==> config.mk <==
export PLATFORM = sky130hd
export DESIGN_NAME = imm_packer_flat
export DESIGN_NICKNAME = d
export VERILOG_FILES = /design/src/rtl/rv_pkg.sv /design/src/rtl/imm_packer_if.sv /design/src/rtl/imm_encode.sv /design/src/rtl/imm_packer.sv /design/src/flat_wrapper.sv
export SDC_FILE = /design/constraint.sdc
export NUM_CORES = 1
export LEC_CHECK = 0
export ABC_AREA = 1
export BUFFER_PORTS_ARGS = -buffer_cell sky130_fd_sc_hd__buf_2
export CAP_MARGIN = 20
export CORE_MARGIN = 10
export CORE_UTILIZATION = 45
export DETAILED_ROUTE_END_ITERATION = 6
export GPL_TIMING_DRIVEN = 0
export PLACE_DENSITY_LB_ADDON = 0.3
export SLEW_MARGIN = 20
export SYNTH_ARGS = -nofsm -noshare
export SYNTH_HDL_FRONTEND = slang
export SYNTH_SLANG_ARGS = --single-unit
==> constraint.sdc <==
create_clock -name clk -period 1.6 [get_ports clk]
set_clock_uncertainty 0.05 [all_clocks]
set_input_delay 0.24 -clock clk [delete_from_list [all_inputs] [get_ports clk]]
set_output_delay 0.24 -clock clk [all_outputs]
set_load 0.02 [all_outputs]
==> src/rtl/rv_pkg.sv <==
// Shared RV32I definitions for the instruction packer: immediate formats,
// opcodes and the captured input beat layout.
package rv_pkg;

  typedef enum logic [2:0] {
    IMM_I = 3'b000,
    IMM_S = 3'b001,
    IMM_B = 3'b010,
    IMM_J = 3'b011,
    IMM_U = 3'b100
  } imm_src_e;

  localparam logic [6:0] OP_IMM    = 7'b0010011;
  localparam logic [6:0] OP_LOAD   = 7'b0000011;
  localparam logic [6:0] OP_STORE  = 7'b0100011;
  localparam logic [6:0] OP_BRANCH = 7'b1100011;
  localparam logic [6:0] OP_JAL    = 7'b1101111;
  localparam logic [6:0] OP_LUI    = 7'b0110111;
  localparam logic [6:0] OP_AUIPC  = 7'b0010111;

  // imm_src stays raw so out-of-range format codes survive capture
  typedef struct packed {
    logic [31:0] imm;
    logic [2:0]  imm_src;
    logic [6:0]  opcode;
    logic [4:0]  rd;
    logic [4:0]  rs1;
    logic [4:0]  rs2;
    logic [2:0]  funct3;
    logic [6:0]  funct7;
  } beat_t;

endpackage

==> src/rtl/imm_packer_if.sv <==
// Beat input, imem write port and sticky status of the instruction packer.
interface imm_packer_if #(
  parameter int ADDR_W = 8
) ();

  logic              start;
  logic              in_valid;
  logic              in_ready;
  logic [31:0]       in_imm;
  logic [2:0]        in_imm_src;
  logic [6:0]        in_opcode;
  logic [4:0]        in_rd;
  logic [4:0]        in_rs1;
  logic [4:0]        in_rs2;
  logic [2:0]        in_funct3;
  logic [6:0]        in_funct7;
  logic              in_last;
  logic              imem_we;
  logic [ADDR_W-1:0] imem_addr;
  logic [31:0]       imem_wdata;
  logic [ADDR_W:0]   word_count;
  logic              done;
  logic              full;
  logic              err_range;
  logic              err_align;
  logic              err_format;

  modport master (
    output start, in_valid, in_imm, in_imm_src, in_opcode, in_rd, in_rs1,
           in_rs2, in_funct3, in_funct7, in_last,
    input  in_ready, imem_we, imem_addr, imem_wdata, word_count, done, full,
           err_range, err_align, err_format
  );

  modport slave (
    input  start, in_valid, in_imm, in_imm_src, in_opcode, in_rd, in_rs1,
           in_rs2, in_funct3, in_funct7, in_last,
    output in_ready, imem_we, imem_addr, imem_wdata, word_count, done, full,
           err_range, err_align, err_format
  );

endinterface

==> src/rtl/imm_encode.sv <==
// Combinational RV32I packer: scatters the immediate into the selected format
// over the base R-type field layout and flags unrepresentable immediates.
module imm_encode
  import rv_pkg::*;
(
  input  beat_t       i_beat,
  output logic [31:0] o_word,
  output logic        o_err_range,
  output logic        o_err_align,
  output logic        o_err_format
);

  logic [31:0] w_imm;
  assign w_imm = i_beat.imm;

  always_comb begin
    o_word       = {i_beat.funct7, i_beat.rs2, i_beat.rs1, i_beat.funct3,
                    i_beat.rd, i_beat.opcode};
    o_err_range  = 1'b0;
    o_err_align  = 1'b0;
    o_err_format = 1'b0;
    case (imm_src_e'(i_beat.imm_src))
      IMM_I: begin
        o_word[31:20] = w_imm[11:0];
        o_err_range   = w_imm[31:11] != {21{w_imm[11]}};
      end
      IMM_S: begin
        o_word[31:25] = w_imm[11:5];
        o_word[11:7]  = w_imm[4:0];
        o_err_range   = w_imm[31:11] != {21{w_imm[11]}};
      end
      IMM_B: begin
        o_word[31]    = w_imm[12];
        o_word[30:25] = w_imm[10:5];
        o_word[11:8]  = w_imm[4:1];
        o_word[7]     = w_imm[11];
        o_err_range   = w_imm[31:12] != {20{w_imm[12]}};
        o_err_align   = w_imm[0];
      end
      IMM_J: begin
        o_word[31]    = w_imm[20];
        o_word[30:21] = w_imm[10:1];
        o_word[20]    = w_imm[11];
        o_word[19:12] = w_imm[19:12];
        o_err_range   = w_imm[31:20] != {12{w_imm[20]}};
        o_err_align   = w_imm[0];
      end
      // U-type can only express the upper 20 bits
      IMM_U: begin
        o_word[31:12] = w_imm[31:12];
        o_err_range   = |w_imm[11:0];
      end
      default: o_err_format = 1'b1;
    endcase
  end

endmodule

==> src/rtl/imm_packer.sv <==
// Program loader: captures a decoded beat, packs it, and writes the word into
// imem at an auto-incrementing address, collecting sticky error status.
module imm_packer
  import rv_pkg::*;
#(
  parameter int ADDR_W    = 8,
  parameter int BASE_ADDR = 0
) (
  input  logic          clk,
  input  logic          rst_n,
  imm_packer_if.slave   bus
);

  typedef enum logic [1:0] {IDLE, PACK, WRITE, DONE} state_e;

  localparam logic [ADDR_W-1:0] BASE      = ADDR_W'(BASE_ADDR);
  localparam logic [ADDR_W-1:0] LAST_ADDR = {ADDR_W{1'b1}};
  localparam logic [ADDR_W-1:0] ADDR_ONE  = 1;
  localparam logic [ADDR_W:0]   CNT_ONE   = 1;

  state_e            r_state;
  beat_t             r_beat;
  logic              r_last;
  logic              r_pend_range, r_pend_align, r_pend_format;
  logic              r_in_ready;
  logic              r_we;
  logic [ADDR_W-1:0] r_addr;
  logic [31:0]       r_wdata;
  logic [ADDR_W:0]   r_count;
  logic              r_done, r_full;
  logic              r_err_range, r_err_align, r_err_format;

  beat_t       w_beat;
  logic [31:0] w_word;
  logic        w_err_range, w_err_align, w_err_format;

  assign w_beat.imm     = bus.in_imm;
  assign w_beat.imm_src = bus.in_imm_src;
  assign w_beat.opcode  = bus.in_opcode;
  assign w_beat.rd      = bus.in_rd;
  assign w_beat.rs1     = bus.in_rs1;
  assign w_beat.rs2     = bus.in_rs2;
  assign w_beat.funct3  = bus.in_funct3;
  assign w_beat.funct7  = bus.in_funct7;

  imm_encode u_encode (
    .i_beat      (r_beat),
    .o_word      (w_word),
    .o_err_range (w_err_range),
    .o_err_align (w_err_align),
    .o_err_format(w_err_format)
  );

  // The write strobe is decided in PACK so that it is high during WRITE itself
  always_ff @(posedge clk or negedge rst_n) begin
    if (!rst_n) begin
      r_state       <= IDLE;
      r_beat        <= '0;
      r_last        <= 1'b0;
      r_pend_range  <= 1'b0;
      r_pend_align  <= 1'b0;
      r_pend_format <= 1'b0;
      r_in_ready    <= 1'b1;
      r_we          <= 1'b0;
      r_addr        <= BASE;
      r_wdata       <= '0;
      r_count       <= '0;
      r_done        <= 1'b0;
      r_full        <= 1'b0;
      r_err_range   <= 1'b0;
      r_err_align   <= 1'b0;
      r_err_format  <= 1'b0;
    end else begin
      r_we <= 1'b0;
      if (bus.start) begin
        r_state      <= IDLE;
        r_in_ready   <= 1'b1;
        r_addr       <= BASE;
        r_count      <= '0;
        r_done       <= 1'b0;
        r_full       <= 1'b0;
        r_err_range  <= 1'b0;
        r_err_align  <= 1'b0;
        r_err_format <= 1'b0;
      end else begin
        case (r_state)
          IDLE: begin
            if (bus.in_valid && r_in_ready) begin
              r_beat     <= w_beat;
              r_last     <= bus.in_last;
              r_in_ready <= 1'b0;
              r_state    <= PACK;
            end
          end
          PACK: begin
            r_pend_range  <= w_err_range;
            r_pend_align  <= w_err_align;
            r_pend_format <= w_err_format;
            r_wdata       <= w_word;
            r_we          <= !(w_err_range || w_err_align || w_err_format);
            r_state       <= WRITE;
          end
          WRITE: begin
            if (r_we) begin
              r_addr  <= r_addr + ADDR_ONE;
              r_count <= r_count + CNT_ONE;
              if (r_addr == LAST_ADDR) r_full <= 1'b1;
            end
            r_err_range  <= r_err_range  | r_pend_range;
            r_err_align  <= r_err_align  | r_pend_align;
            r_err_format <= r_err_format | r_pend_format;
            r_done       <= r_last;
            r_in_ready   <= !r_last && !(r_full || (r_we && r_addr == LAST_ADDR));
            r_state      <= r_last ? DONE : IDLE;
          end
          DONE:    r_state <= DONE;
          default: r_state <= IDLE;
        endcase
      end
    end
  end

  assign bus.in_ready   = r_in_ready;
  assign bus.imem_we    = r_we;
  assign bus.imem_addr  = r_addr;
  assign bus.imem_wdata = r_wdata;
  assign bus.word_count = r_count;
  assign bus.done       = r_done;
  assign bus.full       = r_full;
  assign bus.err_range  = r_err_range;
  assign bus.err_align  = r_err_align;
  assign bus.err_format = r_err_format;

endmodule

==> src/flat_wrapper.sv <==
// flat-port wrapper written by rule: the top's interface ports become plain ports
module imm_packer_flat import rv_pkg::*;
#(
  parameter int ADDR_W    = 8,
  parameter int BASE_ADDR = 0
)
  (clk, rst_n, bus_start, bus_in_valid, bus_in_imm, bus_in_imm_src, bus_in_opcode, bus_in_rd, bus_in_rs1, bus_in_rs2, bus_in_funct3, bus_in_funct7, bus_in_last, bus_in_ready, bus_imem_we, bus_imem_addr, bus_imem_wdata, bus_word_count, bus_done, bus_full, bus_err_range, bus_err_align, bus_err_format);
  imm_packer_if #(.ADDR_W(ADDR_W)) bus_i ();
  input  logic clk;
  input  logic rst_n;
  input wire logic [$bits(bus_i.start)-1:0] bus_start;
  input wire logic [$bits(bus_i.in_valid)-1:0] bus_in_valid;
  input wire logic [$bits(bus_i.in_imm)-1:0] bus_in_imm;
  input wire logic [$bits(bus_i.in_imm_src)-1:0] bus_in_imm_src;
  input wire logic [$bits(bus_i.in_opcode)-1:0] bus_in_opcode;
  input wire logic [$bits(bus_i.in_rd)-1:0] bus_in_rd;
  input wire logic [$bits(bus_i.in_rs1)-1:0] bus_in_rs1;
  input wire logic [$bits(bus_i.in_rs2)-1:0] bus_in_rs2;
  input wire logic [$bits(bus_i.in_funct3)-1:0] bus_in_funct3;
  input wire logic [$bits(bus_i.in_funct7)-1:0] bus_in_funct7;
  input wire logic [$bits(bus_i.in_last)-1:0] bus_in_last;
  output wire logic [$bits(bus_i.in_ready)-1:0] bus_in_ready;
  output wire logic [$bits(bus_i.imem_we)-1:0] bus_imem_we;
  output wire logic [$bits(bus_i.imem_addr)-1:0] bus_imem_addr;
  output wire logic [$bits(bus_i.imem_wdata)-1:0] bus_imem_wdata;
  output wire logic [$bits(bus_i.word_count)-1:0] bus_word_count;
  output wire logic [$bits(bus_i.done)-1:0] bus_done;
  output wire logic [$bits(bus_i.full)-1:0] bus_full;
  output wire logic [$bits(bus_i.err_range)-1:0] bus_err_range;
  output wire logic [$bits(bus_i.err_align)-1:0] bus_err_align;
  output wire logic [$bits(bus_i.err_format)-1:0] bus_err_format;
  assign bus_i.start = bus_start;
  assign bus_i.in_valid = bus_in_valid;
  assign bus_i.in_imm = bus_in_imm;
  assign bus_i.in_imm_src = bus_in_imm_src;
  assign bus_i.in_opcode = bus_in_opcode;
  assign bus_i.in_rd = bus_in_rd;
  assign bus_i.in_rs1 = bus_in_rs1;
  assign bus_i.in_rs2 = bus_in_rs2;
  assign bus_i.in_funct3 = bus_in_funct3;
  assign bus_i.in_funct7 = bus_in_funct7;
  assign bus_i.in_last = bus_in_last;
  assign bus_in_ready = bus_i.in_ready;
  assign bus_imem_we = bus_i.imem_we;
  assign bus_imem_addr = bus_i.imem_addr;
  assign bus_imem_wdata = bus_i.imem_wdata;
  assign bus_word_count = bus_i.word_count;
  assign bus_done = bus_i.done;
  assign bus_full = bus_i.full;
  assign bus_err_range = bus_i.err_range;
  assign bus_err_align = bus_i.err_align;
  assign bus_err_format = bus_i.err_format;
  imm_packer #(.ADDR_W(ADDR_W), .BASE_ADDR(BASE_ADDR)) u_core (.clk(clk), .rst_n(rst_n), .bus(bus_i));
endmodule
==> results of run 1 <==
[synth_stat cells (all sizes together)]
master    n
nand2   136
a211oi    1
a31oi     1
clkbuf    4
nor3     12
nand3b    1
inv      70
a21oi    66
buf      17
ha        2
dfstp     1
nand4     7
xnor2     1
o211ai    1
nor4      1
dfrtp   128
o21bai    1
o22ai     7
o21a      1
clkinv    1
o221ai    1
o31ai     1
nand3    30
nor2     79
mux2     37
o21ai    40
[timing repair]
item	4_1_cts	5_1_grt
endpoints found under the setup margin	100	93
hold endpoints to repair	83	0
hold buffers	33	0
pin swaps	5	9
resized for setup	9	55
cloned	0	4
setup buffers	11	5
[routing by layer]
metal / part of all wire / up-vias / GRT usage
met1: 0.40 / 2631 / 0.205
met2: 0.50 / 193 / 0.316
met5: 0 / - / 0
li1: - / 2522 / -
met4: 0.019 / 0 / 0.0738
met3: 0.078 / 28 / 0.0635
[layout make-up]
| class | count | share of cell area |
|---|---|---|
| Antenna cell | 1 | 0.000307 |
| Clock buffer | 23 | 0.0599 |
| Buffer | 20 | 0.0203 |
| Sequential cell | 129 | 0.397 |
| Tap cell | 172 | 0.0264 |
| Inverter | 71 | 0.0331 |
| Multi-Input combinational cell | 427 | 0.294 |
| Clock inverter | 9 | 0.0187 |
| Timing Repair Buffer | 180 | 0.151 |
[worst min path at each step]
stage | from | endpoint | cells after the start
6_report | bus_in_imm[24] | u_core.r_beat[59]$_DFFE_PN0P_ | 2
4_1_cts | bus_in_imm[24] | u_core.r_beat[59]$_DFFE_PN0P_ | 2
5_1_grt | bus_in_opcode[2] | u_core.r_beat[27]$_DFFE_PN0P_ | 2
3_5_place_dp | rst_n | u_core.bus.word_count[5]$_DFFE_PN0P_ | 1
3_3_place_gp | u_core.bus.imem_wdata[0]$_DFFE_PN0P_ | u_core.bus.imem_wdata[0]$_DFFE_PN0P_ | 2
2_1_floorplan | rst_n | u_core.bus.done$_DFFE_PN0P_ | 0
[state kept, by name (all words and copies together), names as in the netlist]
register	cells
u_core.bus.done	1
u_core.bus.err_align	1
u_core.bus.err_format	1
u_core.bus.err_range	1
u_core.bus.full	1
u_core.bus.imem_addr	8
u_core.bus.imem_wdata	32
u_core.bus.imem_we	1
u_core.bus.in_ready	1
u_core.bus.word_count	9
u_core.r_beat	67
u_core.r_last	1
u_core.r_pend_align	1
u_core.r_pend_format	1
u_core.r_pend_range	1
u_core.r_state	2
[power breakdown]
| part | switching [mW] | total (mW) | internal [mW] |
|---|---|---|---|
| Combinational | 2.17 | 3.49 | 1.33 |
| Sequential | 0.668 | 4.94 | 4.27 |
| Clock | 1.38 | 4.14 | 2.77 |
| Total | 4.21 | 12.6 | 8.36 |
[metrics by stage]
stage	hold WS (ns)	worst slack (ns)	std cells	setup TNS, ns	instance area [µm²]
2_1_floorplan	-0.106	0.0843	647	0	5860
3_3_place_gp	0.401	-1.42	946	-189.80	6710
3_5_place_dp	0.132	-0.201	947	-12.88	6750
4_1_cts	0.0000481	-0.0281	1023	-0.116	7830
5_1_grt	0.00170	-0.0610	1031	-0.160	8150
6_report	0.0105	0.0276	1032	0	8150
[logic make-up after synthesis]
kind of cell	after synthesis
simple gates	266
buf+inv	92
mux	37
xor+xnor	1
fa+ha+maj	2
compound gates	120
flops	129
==> impl_results.md, run 1 <==
* Total wire length at 17200 µm
* Core Footprint at 12700 µm²
* Total GRT Usage at 0.184
* Area Growth Syn to Fin at 39.1%
* Max Cap Viol at 0
* Fraction of layout cells with a size suffix above 1 at 0.292
* Cells after Synth at 647
* Vias post-DR at 5374
* DRT iter0 DRCs at 318
* Max Transition Viols Final at 0
* F_max at 0.636 GHz
* Worst-path clk slew at 0.06 ns
* Largest net degree at the start of global routing at 79
* Total iterations of the first detailed-routing run at 7
* Critical path endpoint category: flop
* Clk Tree Root Cell: clkbuf_16
* Run status: finished, final reports clean
* Global-route wire length before repair at 26600 µm
* Min Tclk post-route at 1.57 ns
* Worst Path Required at 1.85 ns
* Synth top area share at 0.547
* WL/cell at 16.7 µm
* Power per cell area at 1540 nW/µm²
* Post-synthesis sequential area ratio at 0.551
* Die X-Extent at 134 µm
* Synthesized area per cell at 9.06 µm²
* Overall power at 12.6 mW
* Fin nets at 920
* Crit path from: u_core.bus.in_ready$_DFFE_PN1P_
* Worst path cell trace: nand4_4, buf_12, buf_6, mux2_1
* Reg2reg path depth at 4
* CP max FO at 10
* PortBufs at 127
* FF+latch count, synth at 129
* Commonest non-fill, non-tap cell in the layout: buf_2
* Post-synthesis simple-gate area fraction at 0.195
* Slowest stage delay, CP at 0.61 ns
* Worst min path class: input pin to flop
* Register area at 3230 µm²
* Chip Height at 134 µm
* Post-synthesis mux area share at 0.0711
* DP HPWL at 11900 µm
* Leak pwr at 4.09 nW
* # setup viols final at 0
* Area of the multi-input gates at 2390 µm²
* Most frequent cells in the layout: buf_2, nand2_1, dfrtp_1
* Distinct cells, synth at 37
* Endpoints failing hold at 0
* Starting Density at 0.462
* Clk Latency, worst-skew pair at 0.42 ns
* Filler Cells Inserted at 1033
* Synth Area in Compound Gates at 0.109
* CP bufs+invs at 2
* IO Count at 128
* TritonCTS clock tree: built
* Startpoint types: flop
* GPL Wtd Cong at 0.914
* Drc violations at 0
* Vias/cell at 5.21
* CP delay by family, top: flip-flops
* Post-Synthesis Cell Area at 5860 µm²
* ANT nets after route at 0
* Synth area leaders: dfrtp_1, nand2_1, mux2_1
* Num CTS Buffers at 17
* Worst r2r dst: u_core.r_beat[17]$_DFFE_PN0P_
* R2R Setup Slk at 0.03 ns
* DIE AREA at 18000 µm²
* Slew of the pin with the lowest slew margin at 0.519 ns
* Synth area leader: dfrtp_1
* Relative slew slack at 0.654
* RSZ-0062 raised after global routing: true
* Final worst path period share at 0.983
* WS Path Type: flop to flop
* CP max stage cell: dfstp_2
* RR Startpoint: u_core.bus.in_ready$_DFFE_PN1P_
* Final core occ at 0.643
* CTS max path bufs at 2
* Peak VDD IR at 860 µV
* Initial antenna violation count at 0
* # rows at 41
* Arrival time at the worst endpoint at 1.82 ns
* Stages on the worst setup path at 4
* # clock sinks at 129
* Main combinational cell family by area after synthesis: simple AND/OR/NAND/NOR gates
* Vias in the first global route at 5552
* GRT overflow at 0
* Syn nets at 721
* Post-Synth Adder-Cell Area at 0.00427
* Htree depth at 4
* Yosys warns at 0
* Setup crit end: u_core.r_beat[17]$_DFFE_PN0P_
* Post-synthesis xor/xnor area fraction at 0.00149
Power figures use the tool's default switching activity.
==> run 2, diff against run 1 <==
Settings changed: CORE_UTILIZATION 45 to 49.
Clock period 1.6 ns to 1.3 ns, I/O delays scaled along.
==> impl_results.md, run 2 (synthesis results as in run 1) <==
* Run status: complete, but fails checks
* Failing checks: negative setup slack
* Htree depth at 4
* Peak VDD IR at 1320 µV
* Max reg flops at 67
* # setup viols final at 124
* GRT overflow at 0
* CTS max path bufs at 2
* Area Growth Syn to Fin at 65.7%
* Final core occ at 0.839
* PortBufs at 127
* Drc violations at 0
* DP HPWL at 12300 µm
* # rows at 39
* Reg2reg path depth at 10
* ANT nets after route at 0
* Layout Cell Area excl Fill at 9710 µm²
* Fin Hold WS at 0.0298 ns
* Crit path from: u_core.r_beat[65]$_DFFE_PN0P_
* DRT iter0 DRCs at 747
* Clk Latency, worst-skew pair at 0.43 ns
* Starting Density at 0.507
* Global-route wire length before repair at 32400 µm
* Final worst path period share at 1.47
* Commonest non-fill, non-tap cell in the layout: buf_2
* Overall power at 17.7 mW
* Most flops, register: u_core.r_beat
* F_max at 0.523 GHz
* R2R Setup Slk at -0.61 ns
* Critical path endpoint category: flop
* Arrival time at the worst endpoint at 2.17 ns
* Total GRT Usage at 0.247
* Fraction of layout cells with a size suffix above 1 at 0.479
* Most frequent cells in the layout: buf_2, dfrtp_1, nand2_1
* Num CTS Buffers at 17
* Leak pwr at 4.70 nW
* WS Path Type: flop to flop
* Worst r2r dst: u_core.r_pend_range$_DFFE_PN0P_
* Total iterations of the first detailed-routing run at 7
* Startpoint types: flop
* TritonCTS clock tree: built
* GPL Wtd Cong at 0.906
* Slew of the pin with the lowest slew margin at 0.573 ns
* Fin nets at 985
* WL/cell at 22.9 µm
* Core Footprint at 11600 µm²
* RSZ-0062 raised after global routing: true
* Worst-path clk slew at 0.06 ns
* Worst min path class: input pin to flop
* Worst Path Required at 1.55 ns
* Total wire length at 24400 µm
* Vias post-DR at 6307
* Die X-Extent at 129 µm
* Largest net degree at the start of global routing at 72
* Power per cell area at 1820 nW/µm²
* Min Tclk post-route at 1.91 ns
* Worst slack, placed at -0.548 ns
* Initial antenna violation count at 0
* Chip Height at 129 µm
* DIE AREA at 16700 µm²
* Vias in the first global route at 6147
* Vias/cell at 5.91
* Hold path start: bus_in_imm[1]
* # clock sinks at 129
* Setup crit end: u_core.r_pend_range$_DFFE_PN0P_
* IO Count at 128
* # diodes at 0
* Fin worst setup slack at -0.612 ns
* Max Transition Viols Final at 0
* CP max FO at 6
* Endpoints failing hold at 0
* Relative slew slack at 0.618
* Area after DPL at 6880 µm²
* Clk Tree Root Cell: clkbuf_16
* RR Startpoint: u_core.r_beat[65]$_DFFE_PN0P_
* Max Cap Viol at 0
## run 2: cell types whose count changed in the layout (fill, tap and decap cells not counted), moves of 25 or more
cell,before,now
mux2_1,32,2
nand2_1,128,103
dlygate4sd3_1,33,66
a21oi_2,4,38
mux2_4,2,32
a21oi_1,62,18
## run 2: layout make-up
cell class	instances	area, µm²
buffer	19	299
clock buffer	27	513
clock inverter	5	75.1
fill	538	1860
inverter	71	278
multi-input combinational	426	3120
sequential	129	3250
tap	143	179
timing repair buffer	247	2000
## run 2: worst max-delay path, stage by stage, from the launching register on
cell,delay (ns)
dfrtp_1,0.44
nor2_1,0.21
nand2_1,0.09
nand2_1,0.07
nand2_1,0.06
nor2_1,0.15
nand3_1,0.24
nand2_1,0.14
nand2_1,0.10
o21bai_1,0.18
nand2_1,0.07
## run 2: stage by stage
step                setup TNS (ns)  std cells
floorplan                   -11.12        647
global placement           -253.63        917
detailed placement          -44.75        918
CTS                         -23.58       1046
global route                -31.16       1067
finish                      -27.62       1067
## run 2: how the worst min path moves through the flow
stage                                       endpoint  depth (start not counted)  slack (ns)
2_1_floorplan            u_core.bus.done$_DFFE_PN0P_                          0       -0.15
3_3_place_gp           u_core.r_beat[17]$_DFFE_PN0P_                          2        0.36
3_5_place_dp   u_core.bus.imem_wdata[30]$_DFFE_PN0P_                          1        0.15
4_1_cts                u_core.r_beat[36]$_DFFE_PN0P_                          3      0.0004
5_1_grt                u_core.r_beat[51]$_DFFE_PN0P_                          3        0.02
6_report               u_core.r_beat[36]$_DFFE_PN0P_                          3        0.03
## run 2: repair_timing
action	4_1_cts	5_1_grt
buffers inserted	25	19
pin swaps	20	30
hold endpoints to repair	123	0
gates cloned	6	6
setup endpoints to repair	118	130
resized for setup	168	138
hold buffers	66	0
## run 2: layer usage
metal	part of all wire	routed length, µm	up-vias	global-route usage
met2	0.49	12000	463	0.409
met4	0.053	1290	0	0.118
li1	-	-	2650	-
met1	0.37	8930	3077	0.295
met5	0	0	-	0
met3	0.091	2210	117	0.0669
## run 2: power by group
group          leakage (nW)  total, mW  internal (mW)  switching [mW]
Clock                 0.291       4.84           3.07            1.77
Combinational          2.88       6.41           2.68            3.73
Sequential             1.53       6.42           5.27            1.16
Total                  4.70       17.7           11.0            6.66
